## config.mk

```make
export PLATFORM = sky130hd
export DESIGN_NAME = multicycle_ctrl_unit_flat
export DESIGN_NICKNAME = d
export VERILOG_FILES = /design/src/rtl/ctrl_pkg.sv /design/src/rtl/multicycle_ctrl_unit_if.sv /design/src/rtl/ctrl_wait_counter.sv /design/src/rtl/multicycle_ctrl_unit.sv /design/src/flat_wrapper.sv
export SDC_FILE = /design/constraint.sdc
export NUM_CORES = 1
export LEC_CHECK = 0
export ABC_AREA = 1
export CAP_MARGIN = 20
export CORE_ASPECT_RATIO = 2
export CORE_UTILIZATION = 46
export DETAILED_ROUTE_END_ITERATION = 8
export PLACE_DENSITY = 0.88
export SLEW_MARGIN = 20
export SYNTH_ARGS = -nofsm -noshare
export SYNTH_HDL_FRONTEND = slang
export SYNTH_HIERARCHICAL = 1
export SYNTH_SLANG_ARGS = --single-unit
```

## constraint.sdc

```tcl
create_clock -name clk -period 2.6 [get_ports clk]
set_input_delay 0.78 -clock clk [delete_from_list [all_inputs] [get_ports clk]]
set_output_delay 0.78 -clock clk [all_outputs]
set_load 0.02 [all_outputs]
```

## src/rtl/ctrl_pkg.sv

```systemverilog
// Shared encodings for the multicycle controller: FSM states, opcodes,
// datapath select codes and the internal control-word layout.
package ctrl_pkg;

    typedef enum logic [2:0] {
        ST_FETCH  = 3'd0,
        ST_DECODE = 3'd1,
        ST_EX1    = 3'd2,
        ST_EX2    = 3'd3,
        ST_HALT   = 3'd4,
        ST_TRAP   = 3'd5
    } state_e;

    localparam int OP_ADDI = 0;
    localparam int OP_SW   = 1;
    localparam int OP_JAL  = 2;
    localparam int OP_BIN  = 3;
    localparam int OP_ORM  = 4;
    localparam int OP_SPC  = 5;
    localparam int OP_LWA  = 6;
    localparam int OP_OUT  = 7;
    localparam int OP_HALT = 15;

    localparam logic [1:0] SRCA_PC   = 2'b00;
    localparam logic [1:0] SRCA_SP   = 2'b01;
    localparam logic [1:0] SRCA_ACC  = 2'b10;

    localparam logic [1:0] SRCB_IMM  = 2'b00;
    localparam logic [1:0] SRCB_OFS  = 2'b01;
    localparam logic [1:0] SRCB_ONE  = 2'b10;
    localparam logic [1:0] SRCB_MEM  = 2'b11;

    localparam logic [1:0] PCSRC_JUMP   = 2'b00;
    localparam logic [1:0] PCSRC_ALU    = 2'b01;
    localparam logic [1:0] PCSRC_BRANCH = 2'b10;

    localparam logic [1:0] ACCSRC_ALU = 2'b00;
    localparam logic [1:0] ACCSRC_MEM = 2'b10;

    localparam logic [1:0] MADDR_PC  = 2'b00;
    localparam logic [1:0] MADDR_IMM = 2'b01;
    localparam logic [1:0] MADDR_SP  = 2'b10;

    localparam logic [2:0] ALU_ADD = 3'b000;
    localparam logic [2:0] ALU_OR  = 3'b010;

    typedef struct packed {
        logic       ir_write;
        logic       pc_write;
        logic       acc_write;
        logic       sp_write;
        logic       mem_write;
        logic       mem_out_write;
        logic       out_write;
        logic       branch_cycle;
        logic       sign_ext;
        logic       sp_src;
        logic       mem_data;
        logic [1:0] pc_src;
        logic [1:0] alu_src_a;
        logic [1:0] alu_src_b;
        logic [1:0] acc_src;
        logic [1:0] mem_addr;
        logic [1:0] branch_cond;
        logic [2:0] alu_op;
    } ctrl_t;

    function automatic logic is_legal_op(input int op);
        return (op >= OP_ADDI) && (op <= OP_OUT);
    endfunction

    // Opcodes whose EX1 touches memory and therefore stretches by MEM_LAT.
    function automatic logic is_mem_op(input int op);
        return (op == OP_SW) || (op == OP_JAL) || (op == OP_ORM) ||
               (op == OP_SPC) || (op == OP_LWA);
    endfunction

    function automatic logic is_two_phase_op(input int op);
        return (op == OP_ORM) || (op == OP_SPC);
    endfunction

endpackage

```

## src/rtl/multicycle_ctrl_unit_if.sv

```systemverilog
// Controller <-> datapath bundle: the controller is the master and drives
// every enable/select; the datapath returns the instruction and branch flag.
interface multicycle_ctrl_unit_if #(
    parameter int IW    = 16,
    parameter int CNT_W = 16
);
    logic [IW-1:0]    IROut;
    logic             DoBranch;

    logic             IRWrite;
    logic             PCWrite;
    logic             ACCWrite;
    logic             SPWrite;
    logic             MemWrite;
    logic             MemOutWrite;
    logic             OutWrite;
    logic             BranchCycle;
    logic             SignExt;
    logic             SPSrc;
    logic             MemData;

    logic [1:0]       PCSrc;
    logic [1:0]       ALUSrcA;
    logic [1:0]       ALUSrcB;
    logic [1:0]       ACCSrc;
    logic [1:0]       MemAddr;
    logic [1:0]       BranchCond;
    logic [2:0]       ALUOp;

    logic             Halted;
    logic             Trap;
    logic [CNT_W-1:0] Retired;

    modport master (
        input  IROut, DoBranch,
        output IRWrite, PCWrite, ACCWrite, SPWrite, MemWrite, MemOutWrite,
               OutWrite, BranchCycle, SignExt, SPSrc, MemData,
               PCSrc, ALUSrcA, ALUSrcB, ACCSrc, MemAddr, BranchCond, ALUOp,
               Halted, Trap, Retired
    );

    modport slave (
        output IROut, DoBranch,
        input  IRWrite, PCWrite, ACCWrite, SPWrite, MemWrite, MemOutWrite,
               OutWrite, BranchCycle, SignExt, SPSrc, MemData,
               PCSrc, ALUSrcA, ALUSrcB, ACCSrc, MemAddr, BranchCond, ALUOp,
               Halted, Trap, Retired
    );

endinterface

```

## src/rtl/ctrl_wait_counter.sv

```systemverilog
// 4-bit dwell counter for memory-access states; done marks the final
// cycle (count == MEM_LAT), clear reloads zero on every state entry.
module ctrl_wait_counter #(
    parameter int MEM_LAT = 0
) (
    input  logic clk,
    input  logic reset,
    input  logic clear_i,
    input  logic inc_i,
    output logic done_o
);

    logic [3:0] count_q, count_d;

    always_comb begin
        count_d = count_q;
        if (clear_i) begin
            count_d = '0;
        end else if (inc_i) begin
            count_d = count_q + 4'd1;
        end
    end

    // NOTE: sequential state uses non-blocking assignments only, so every
    // flop samples the pre-edge values regardless of process ordering.
    always_ff @(posedge clk or posedge reset) begin
        if (reset) begin
            count_q <= '0;
        end else begin
            count_q <= count_d;
        end
    end

    assign done_o = (count_q == 4'(MEM_LAT));

endmodule

```

## src/rtl/multicycle_ctrl_unit.sv

```systemverilog
// Multicycle accumulator-machine controller: Moore FSM over FETCH/DECODE/
// EX1/EX2 with memory-latency stretching, HALT/TRAP sinks and a retire count.
module multicycle_ctrl_unit
    import ctrl_pkg::*;
#(
    parameter int IW      = 16,
    parameter int OPW     = 4,
    parameter int MEM_LAT = 0,
    parameter int CNT_W   = 16
) (
    input  logic                   clk,
    input  logic                   reset,
    multicycle_ctrl_unit_if.master bus
);

    state_e           state_q, state_d;
    logic [CNT_W-1:0] retired_q, retired_d;
    ctrl_t            ctrl;
    int               opcode;
    logic             mem_state;
    logic             wait_done;
    logic             last_cycle;
    logic             retire;
    logic             wr_ok;
    logic             unused_ir;

    assign opcode    = int'(bus.IROut[IW-1:IW-OPW]);
    assign unused_ir = ^bus.IROut[IW-OPW-3:0];

    assign mem_state  = (state_q == ST_FETCH) ||
                        ((state_q == ST_EX1) && is_mem_op(opcode));
    assign last_cycle = !mem_state || wait_done;

    ctrl_wait_counter #(
        .MEM_LAT (MEM_LAT)
    ) u_wait (
        .clk     (clk),
        .reset   (reset),
        .clear_i (last_cycle),
        .inc_i   (!last_cycle),
        .done_o  (wait_done)
    );

    // NOTE: every always_comb output gets a default first so no path can
    // leave it unassigned and infer a latch.
    always_comb begin
        state_d = state_q;
        if (last_cycle) begin
            case (state_q)
                ST_FETCH:  state_d = ST_DECODE;
                ST_DECODE: begin
                    if (opcode == OP_HALT) begin
                        state_d = ST_HALT;
                    end else if (is_legal_op(opcode)) begin
                        state_d = ST_EX1;
                    end else begin
                        state_d = ST_TRAP;
                    end
                end
                ST_EX1:    state_d = is_two_phase_op(opcode) ? ST_EX2 : ST_FETCH;
                ST_EX2:    state_d = ST_FETCH;
                ST_HALT,
                ST_TRAP:   state_d = state_q;
                default:   state_d = ST_FETCH;
            endcase
        end
    end

    assign retire = last_cycle && (state_d == ST_FETCH) &&
                    ((state_q == ST_EX1) || (state_q == ST_EX2));

    always_comb begin
        retired_d = retired_q;
        if (retire) begin
            retired_d = retired_q + 1'b1;
        end
    end

    always_ff @(posedge clk or posedge reset) begin
        if (reset) begin
            state_q   <= ST_FETCH;
            retired_q <= '0;
        end else begin
            state_q   <= state_d;
            retired_q <= retired_d;
        end
    end

    always_comb begin
        ctrl = '0;
        case (state_q)
            ST_FETCH: begin
                ctrl.ir_write  = 1'b1;
                ctrl.pc_write  = 1'b1;
                ctrl.alu_src_a = SRCA_PC;
                ctrl.alu_src_b = SRCB_ONE;
                ctrl.pc_src    = PCSRC_ALU;
                ctrl.alu_op    = ALU_ADD;
                ctrl.mem_addr  = MADDR_PC;
            end
            ST_DECODE: begin
                ctrl.alu_src_a = SRCA_SP;
                ctrl.alu_src_b = SRCB_OFS;
                ctrl.sign_ext  = 1'b1;
            end
            ST_EX1: begin
                case (opcode)
                    OP_ADDI: begin
                        ctrl.acc_write = 1'b1;
                        ctrl.alu_src_a = SRCA_ACC;
                        ctrl.alu_src_b = SRCB_IMM;
                        ctrl.sign_ext  = 1'b1;
                        ctrl.alu_op    = ALU_ADD;
                        ctrl.acc_src   = ACCSRC_ALU;
                    end
                    OP_SW: begin
                        ctrl.mem_write = 1'b1;
                        ctrl.mem_addr  = MADDR_IMM;
                        ctrl.mem_data  = 1'b0;
                    end
                    OP_JAL: begin
                        ctrl.mem_write = 1'b1;
                        ctrl.pc_write  = 1'b1;
                        ctrl.pc_src    = PCSRC_JUMP;
                        ctrl.mem_data  = 1'b1;
                        ctrl.mem_addr  = MADDR_SP;
                    end
                    OP_BIN: begin
                        // Condition field sits directly below the opcode.
                        ctrl.branch_cycle = 1'b1;
                        ctrl.pc_src       = PCSRC_BRANCH;
                        ctrl.branch_cond  = bus.IROut[IW-OPW-1:IW-OPW-2];
                        ctrl.pc_write     = bus.DoBranch;
                    end
                    OP_ORM, OP_SPC: begin
                        ctrl.mem_out_write = 1'b1;
                        ctrl.mem_addr      = MADDR_IMM;
                    end
                    OP_LWA: begin
                        ctrl.acc_write = 1'b1;
                        ctrl.mem_addr  = MADDR_IMM;
                        ctrl.acc_src   = ACCSRC_MEM;
                    end
                    OP_OUT: ctrl.out_write = 1'b1;
                    default: ;
                endcase
            end
            ST_EX2: begin
                if (opcode == OP_ORM) begin
                    ctrl.acc_write = 1'b1;
                    ctrl.alu_src_a = SRCA_ACC;
                    ctrl.alu_src_b = SRCB_MEM;
                    ctrl.acc_src   = ACCSRC_ALU;
                    ctrl.alu_op    = ALU_OR;
                end else begin
                    ctrl.sp_write  = 1'b1;
                    ctrl.alu_src_a = SRCA_SP;
                    ctrl.alu_src_b = SRCB_MEM;
                    ctrl.alu_op    = ALU_ADD;
                    ctrl.sp_src    = 1'b1;
                end
            end
            default: ;
        endcase
    end

    // Enables fire only in a state's last cycle and never while reset is held.
    assign wr_ok = last_cycle && !reset;

    assign bus.IRWrite     = ctrl.ir_write      && wr_ok;
    assign bus.PCWrite     = ctrl.pc_write      && wr_ok;
    assign bus.ACCWrite    = ctrl.acc_write     && wr_ok;
    assign bus.SPWrite     = ctrl.sp_write      && wr_ok;
    assign bus.MemWrite    = ctrl.mem_write     && wr_ok;
    assign bus.MemOutWrite = ctrl.mem_out_write && wr_ok;
    assign bus.OutWrite    = ctrl.out_write     && wr_ok;

    assign bus.BranchCycle = ctrl.branch_cycle;
    assign bus.SignExt     = ctrl.sign_ext;
    assign bus.SPSrc       = ctrl.sp_src;
    assign bus.MemData     = ctrl.mem_data;
    assign bus.PCSrc       = ctrl.pc_src;
    assign bus.ALUSrcA     = ctrl.alu_src_a;
    assign bus.ALUSrcB     = ctrl.alu_src_b;
    assign bus.ACCSrc      = ctrl.acc_src;
    assign bus.MemAddr     = ctrl.mem_addr;
    assign bus.BranchCond  = ctrl.branch_cond;
    assign bus.ALUOp       = ctrl.alu_op;

    assign bus.Halted      = (state_q == ST_HALT);
    assign bus.Trap        = (state_q == ST_TRAP);
    assign bus.Retired     = retired_q;

endmodule

```

## src/flat_wrapper.sv

```systemverilog
// flat-port wrapper written by rule: the top's interface ports become plain ports
module multicycle_ctrl_unit_flat import ctrl_pkg::*;
#(
    parameter int IW      = 16,
    parameter int OPW     = 4,
    parameter int MEM_LAT = 0,
    parameter int CNT_W   = 16
)
  (clk, reset, bus_IROut, bus_DoBranch, bus_IRWrite, bus_PCWrite, bus_ACCWrite, bus_SPWrite, bus_MemWrite, bus_MemOutWrite, bus_OutWrite, bus_BranchCycle, bus_SignExt, bus_SPSrc, bus_MemData, bus_PCSrc, bus_ALUSrcA, bus_ALUSrcB, bus_ACCSrc, bus_MemAddr, bus_BranchCond, bus_ALUOp, bus_Halted, bus_Trap, bus_Retired);
  multicycle_ctrl_unit_if #(.IW(IW), .CNT_W(CNT_W)) bus_i ();
  input  logic clk;
  input  logic reset;
  input wire logic [$bits(bus_i.IROut)-1:0] bus_IROut;
  input wire logic [$bits(bus_i.DoBranch)-1:0] bus_DoBranch;
  output wire logic [$bits(bus_i.IRWrite)-1:0] bus_IRWrite;
  output wire logic [$bits(bus_i.PCWrite)-1:0] bus_PCWrite;
  output wire logic [$bits(bus_i.ACCWrite)-1:0] bus_ACCWrite;
  output wire logic [$bits(bus_i.SPWrite)-1:0] bus_SPWrite;
  output wire logic [$bits(bus_i.MemWrite)-1:0] bus_MemWrite;
  output wire logic [$bits(bus_i.MemOutWrite)-1:0] bus_MemOutWrite;
  output wire logic [$bits(bus_i.OutWrite)-1:0] bus_OutWrite;
  output wire logic [$bits(bus_i.BranchCycle)-1:0] bus_BranchCycle;
  output wire logic [$bits(bus_i.SignExt)-1:0] bus_SignExt;
  output wire logic [$bits(bus_i.SPSrc)-1:0] bus_SPSrc;
  output wire logic [$bits(bus_i.MemData)-1:0] bus_MemData;
  output wire logic [$bits(bus_i.PCSrc)-1:0] bus_PCSrc;
  output wire logic [$bits(bus_i.ALUSrcA)-1:0] bus_ALUSrcA;
  output wire logic [$bits(bus_i.ALUSrcB)-1:0] bus_ALUSrcB;
  output wire logic [$bits(bus_i.ACCSrc)-1:0] bus_ACCSrc;
  output wire logic [$bits(bus_i.MemAddr)-1:0] bus_MemAddr;
  output wire logic [$bits(bus_i.BranchCond)-1:0] bus_BranchCond;
  output wire logic [$bits(bus_i.ALUOp)-1:0] bus_ALUOp;
  output wire logic [$bits(bus_i.Halted)-1:0] bus_Halted;
  output wire logic [$bits(bus_i.Trap)-1:0] bus_Trap;
  output wire logic [$bits(bus_i.Retired)-1:0] bus_Retired;
  assign bus_i.IROut = bus_IROut;
  assign bus_i.DoBranch = bus_DoBranch;
  assign bus_IRWrite = bus_i.IRWrite;
  assign bus_PCWrite = bus_i.PCWrite;
  assign bus_ACCWrite = bus_i.ACCWrite;
  assign bus_SPWrite = bus_i.SPWrite;
  assign bus_MemWrite = bus_i.MemWrite;
  assign bus_MemOutWrite = bus_i.MemOutWrite;
  assign bus_OutWrite = bus_i.OutWrite;
  assign bus_BranchCycle = bus_i.BranchCycle;
  assign bus_SignExt = bus_i.SignExt;
  assign bus_SPSrc = bus_i.SPSrc;
  assign bus_MemData = bus_i.MemData;
  assign bus_PCSrc = bus_i.PCSrc;
  assign bus_ALUSrcA = bus_i.ALUSrcA;
  assign bus_ALUSrcB = bus_i.ALUSrcB;
  assign bus_ACCSrc = bus_i.ACCSrc;
  assign bus_MemAddr = bus_i.MemAddr;
  assign bus_BranchCond = bus_i.BranchCond;
  assign bus_ALUOp = bus_i.ALUOp;
  assign bus_Halted = bus_i.Halted;
  assign bus_Trap = bus_i.Trap;
  assign bus_Retired = bus_i.Retired;
  multicycle_ctrl_unit #(.IW(IW), .OPW(OPW), .MEM_LAT(MEM_LAT), .CNT_W(CNT_W)) u_core (.clk(clk), .reset(reset), .bus(bus_i));
endmodule
```

==> summary.md <==
| Metric | Value |
|---|---|
| Outcome | completed |
| Fin Hold WS | 0.541 ns |
| Ant. Diodes | 0 |
| Adder-cell share of the synthesized area | 2.08% |
| Synth area leaders | dfrtp_1 32%, nand2_1 17%, nand4_1 7.6%, nor2_1 6.2%, inv_1 4.6% |
| Clock buffer depth | 2 |
| Layout area overhead | 45.0% |
| Comb power frac | 54.4% |
| Maximum level of the CTS H-tree | 1 |
| RePlAce Congestion | 0.908 |
| Max-Cap Viols | 0 |
| HP Class | reg -> reg |
| Yosys warning total | 6 |
| Netlist cell types | 33 |
| Power Dens Cells | 567 nW/um2 |
| Compound-Gate Fraction of Synth Area | 5.34% |
| Initial antenna violation count | 0 |
| # nets final | 362 |
| Final Max Tran Viols | 0 |
| Synth Register Bits | 23 |
| Fin worst setup slack | 0.0434 ns |
| Crit path DAT | 1.78 ns |
| Cell Int Power | 826 uW |
| Dpl ws | -0.912 ns |
| Clock-pin slew on the worst setup and hold paths | 0.08 ns |
| Most frequent cell after synthesis | nand2_1 |
| Synth Instances | 262 |
| Placed Area | 2530 um2 |
| Req. time, crit path | 1.82 ns |
| Final setup vio count | 0 |
| Skew final | 0.00333 ns |
| Leak pwr | 0.00129 uW |
| Final instance area | 2620 um2 |
| DRT Wirelength | 5.58 mm |
| Fmax | 0.391 GHz |
| Maximum vdd drop | 0.459 mV |
| Final hold vios | 0 |
| Min-delay src | u_core/bus.Retired[15] |
| DPL Wire Length | 4.06 mm |
| Asr flop ratio synth | 100% |
| Global Route Usage Sum | 27.8% |
| Unrepaired setup endpoints after global routing | yes |
| Layout Cells excl Fill | 388 |
| Simple-Gate Fraction of Synth Area | 46.4% |
| Setup crit end kind | output pin |
| Vias | 2100 |
| Fillers | 295 |
| Area leader, netlist | dfrtp_1 |
| IO Pins | 63 |
| Clk_lat worst skew | 0.26 ns |
| Synth cell count leaders | 82 x nand2_1, 30 x nor2_1, 23 x dfrtp_1 |
| Antenna-violating nets left | 0 |
| Synthesized area | 1810 um2 |
| Worst hold path depth | 2 |
| Worst r2r dst | u_core/u_wait/count_q[3] |
| Launching point of the worst reg2reg path | u_core/u_wait/count_q[0] |
| Setup CP Type | in -> out |
| TritonCTS clock tree | built |
| # hold bufs at CTS | 0 |
| Largest family of logic cells by synthesized area | simple AND/OR/NAND/NOR gates |
| Startpoint types | input pin |
| Row Count | 31 |
| R2R Setup Slk | 0.68 ns |
| Setup TNS | 0 ns |
| Vias in the first global route | 2033 |
| Final Cycle Share | 98.3% |
| Switching portion of total power | 44.3% |
| Post-DR vias/cell | 5.41 |
| Die span in y | 90.6 um |
| Post-synth top area share | 31.9% |
| I/O Buffers | 49 |
| Die span in x | 46.3 um |
| Sequential share of the synthesized area | 31.9% |
| WHS Endpoint | u_core/bus.Retired[15] |
| Initial DRT Pass Iterations | 5 |
| Syn Area/Cell | 6.89 um2 |
| Seq pwr share | 31.1% |
| First-iteration detailed-routing DRC count | 56 |
| Tmin final | 2.56 ns |
| Core area | 3680 um2 |
| Post-synthesis mux area share | 0% |
| XOR/XNOR Fraction of Synth Area | 3.40% |
| Global-route wire length before repair | 8.74 mm |
| Part of the power in the clock network | 14.5% |
| Largest net degree at the start of global routing | 21 |
| Worst reg-to-reg path cell count | 12 |
| Grt ovf | 0 |
| Die ar. | 4190 um2 |
| Crit Path Max Fanout | 4 |
| Initial Utilization | 49.0% |
| Number of instances in the placed design | 384 |
| Root buffer cell | clkbuf_8 |
| Post-synth top flop | dfrtp_1 |
| Detail-routed net length per standard cell | 14.4 um |
| Layout cells sized above 1 | 27.7% |
| CP Launch Point | bus_IROut[14] |
| Clk sink count | 23 |
| Drt drc | 0 |
| Post-synth EDFFs | 0 |
| Switch Pwr | 657 uW |
| Number of CTS-inserted buffers | 3 |
[logic make-up after synthesis]
kind of cell               after synthesis
and+or+nand+nor                        170
buffers and inverters                   41
DFF                                     23
AOI/OAI and AO/OA                       17
xor gates and xnor gates                 7
adders and majority gates                3
other                                    1
[state kept, by name, summed over array words and instances, names as in the netlist]
register	flops
u_core/bus.Retired	16
u_core/u_wait/count_q	4
u_core/state_q	3
[per-layer routing]
metal	vias to the layer above	global-route usage [%]	wire, um
li1	1000	-	-
met1	969	24.8	1800
met2	109	51.5	3210
met3	22	6.00	358
met4	0	14.7	207
met5	-	0	0
[what timing repair did]
item / 4_1_cts / 5_1_grt
setup endpoints to repair: 22 / 18
endpoints found under the hold margin: 0 / 0
resized for setup: 81 / 34
pin swaps: 3 / 8
buffers inserted: 0 / 0
gates cloned: 0 / 0
[stage by stage]
stage / util (%) / power (uW)
2_1_floorplan: - / 935
3_3_place_gp: 68.7 / 1280
3_5_place_dp: 68.7 / 1300
4_1_cts: 69.5 / 1480
5_1_grt: 71.0 / 1570
6_report: 71.0 / 1480
[worst max-delay path, cell delays in order]
cell and delay [ns]:
buf_8 0.11, nor2_4 0.16, buf_4 0.14, nand4_1 0.15, o21ai_2 0.11, clkdlybuf4s15_1 0.32
[power by group through the flow]
stage          registers [uW]  clock network [uW]  logic [uW]
2_1_floorplan             493                   0         442
3_3_place_gp              466                   0         810
3_5_place_dp              468                   0         829
4_1_cts                   461                 225         794
5_1_grt                   469                 240         866
6_report                  461                 215         807
[area by class of cell]
cell class | instances | area, um2 | area share, %
Timing Repair Buffer | 80 | 687 | 26.2
Inverter | 32 | 123 | 4.68
Clock buffer | 4 | 45.0 | 1.72
Sequential cell | 23 | 576 | 22.0
Multi-Input combinational cell | 200 | 1130 | 43.0
Tap cell | 49 | 61.3 | 2.34
[worst max-delay path by stage]
stage | to | depth (start not counted) | slack [ns]
detailed placement | bus_ACCWrite | 8 | -0.91
finish | bus_ALUSrcA[1] | 6 | 0.04
floorplan | bus_PCWrite | 10 | 0.003
CTS | bus_MemOutWrite | 11 | 0.01
global route | bus_MemOutWrite | 10 | -0.04
global placement | bus_ACCWrite | 8 | -0.84
[cells in the final DEF (no fill, tap or decap), types with 4 or more instances in the layout]
cell and n:
nand2_1 78, buf_4 34, nor2_1 27, dfrtp_1 23
clkdlybuf4s50_1 22, nand4_1 22, inv_1 20, inv_2 10
nand3_1 10, nand2_2 6, nor2_2 6, clkdlybuf4s15_1 5
nand3_2 5, nor2_4 5, o21ai_0 5, buf_2 4
dlygate4sd2_1 4, a21oi_1 4, xnor2_1 4
No activity file was read; power rests on OpenSTA's default activity.
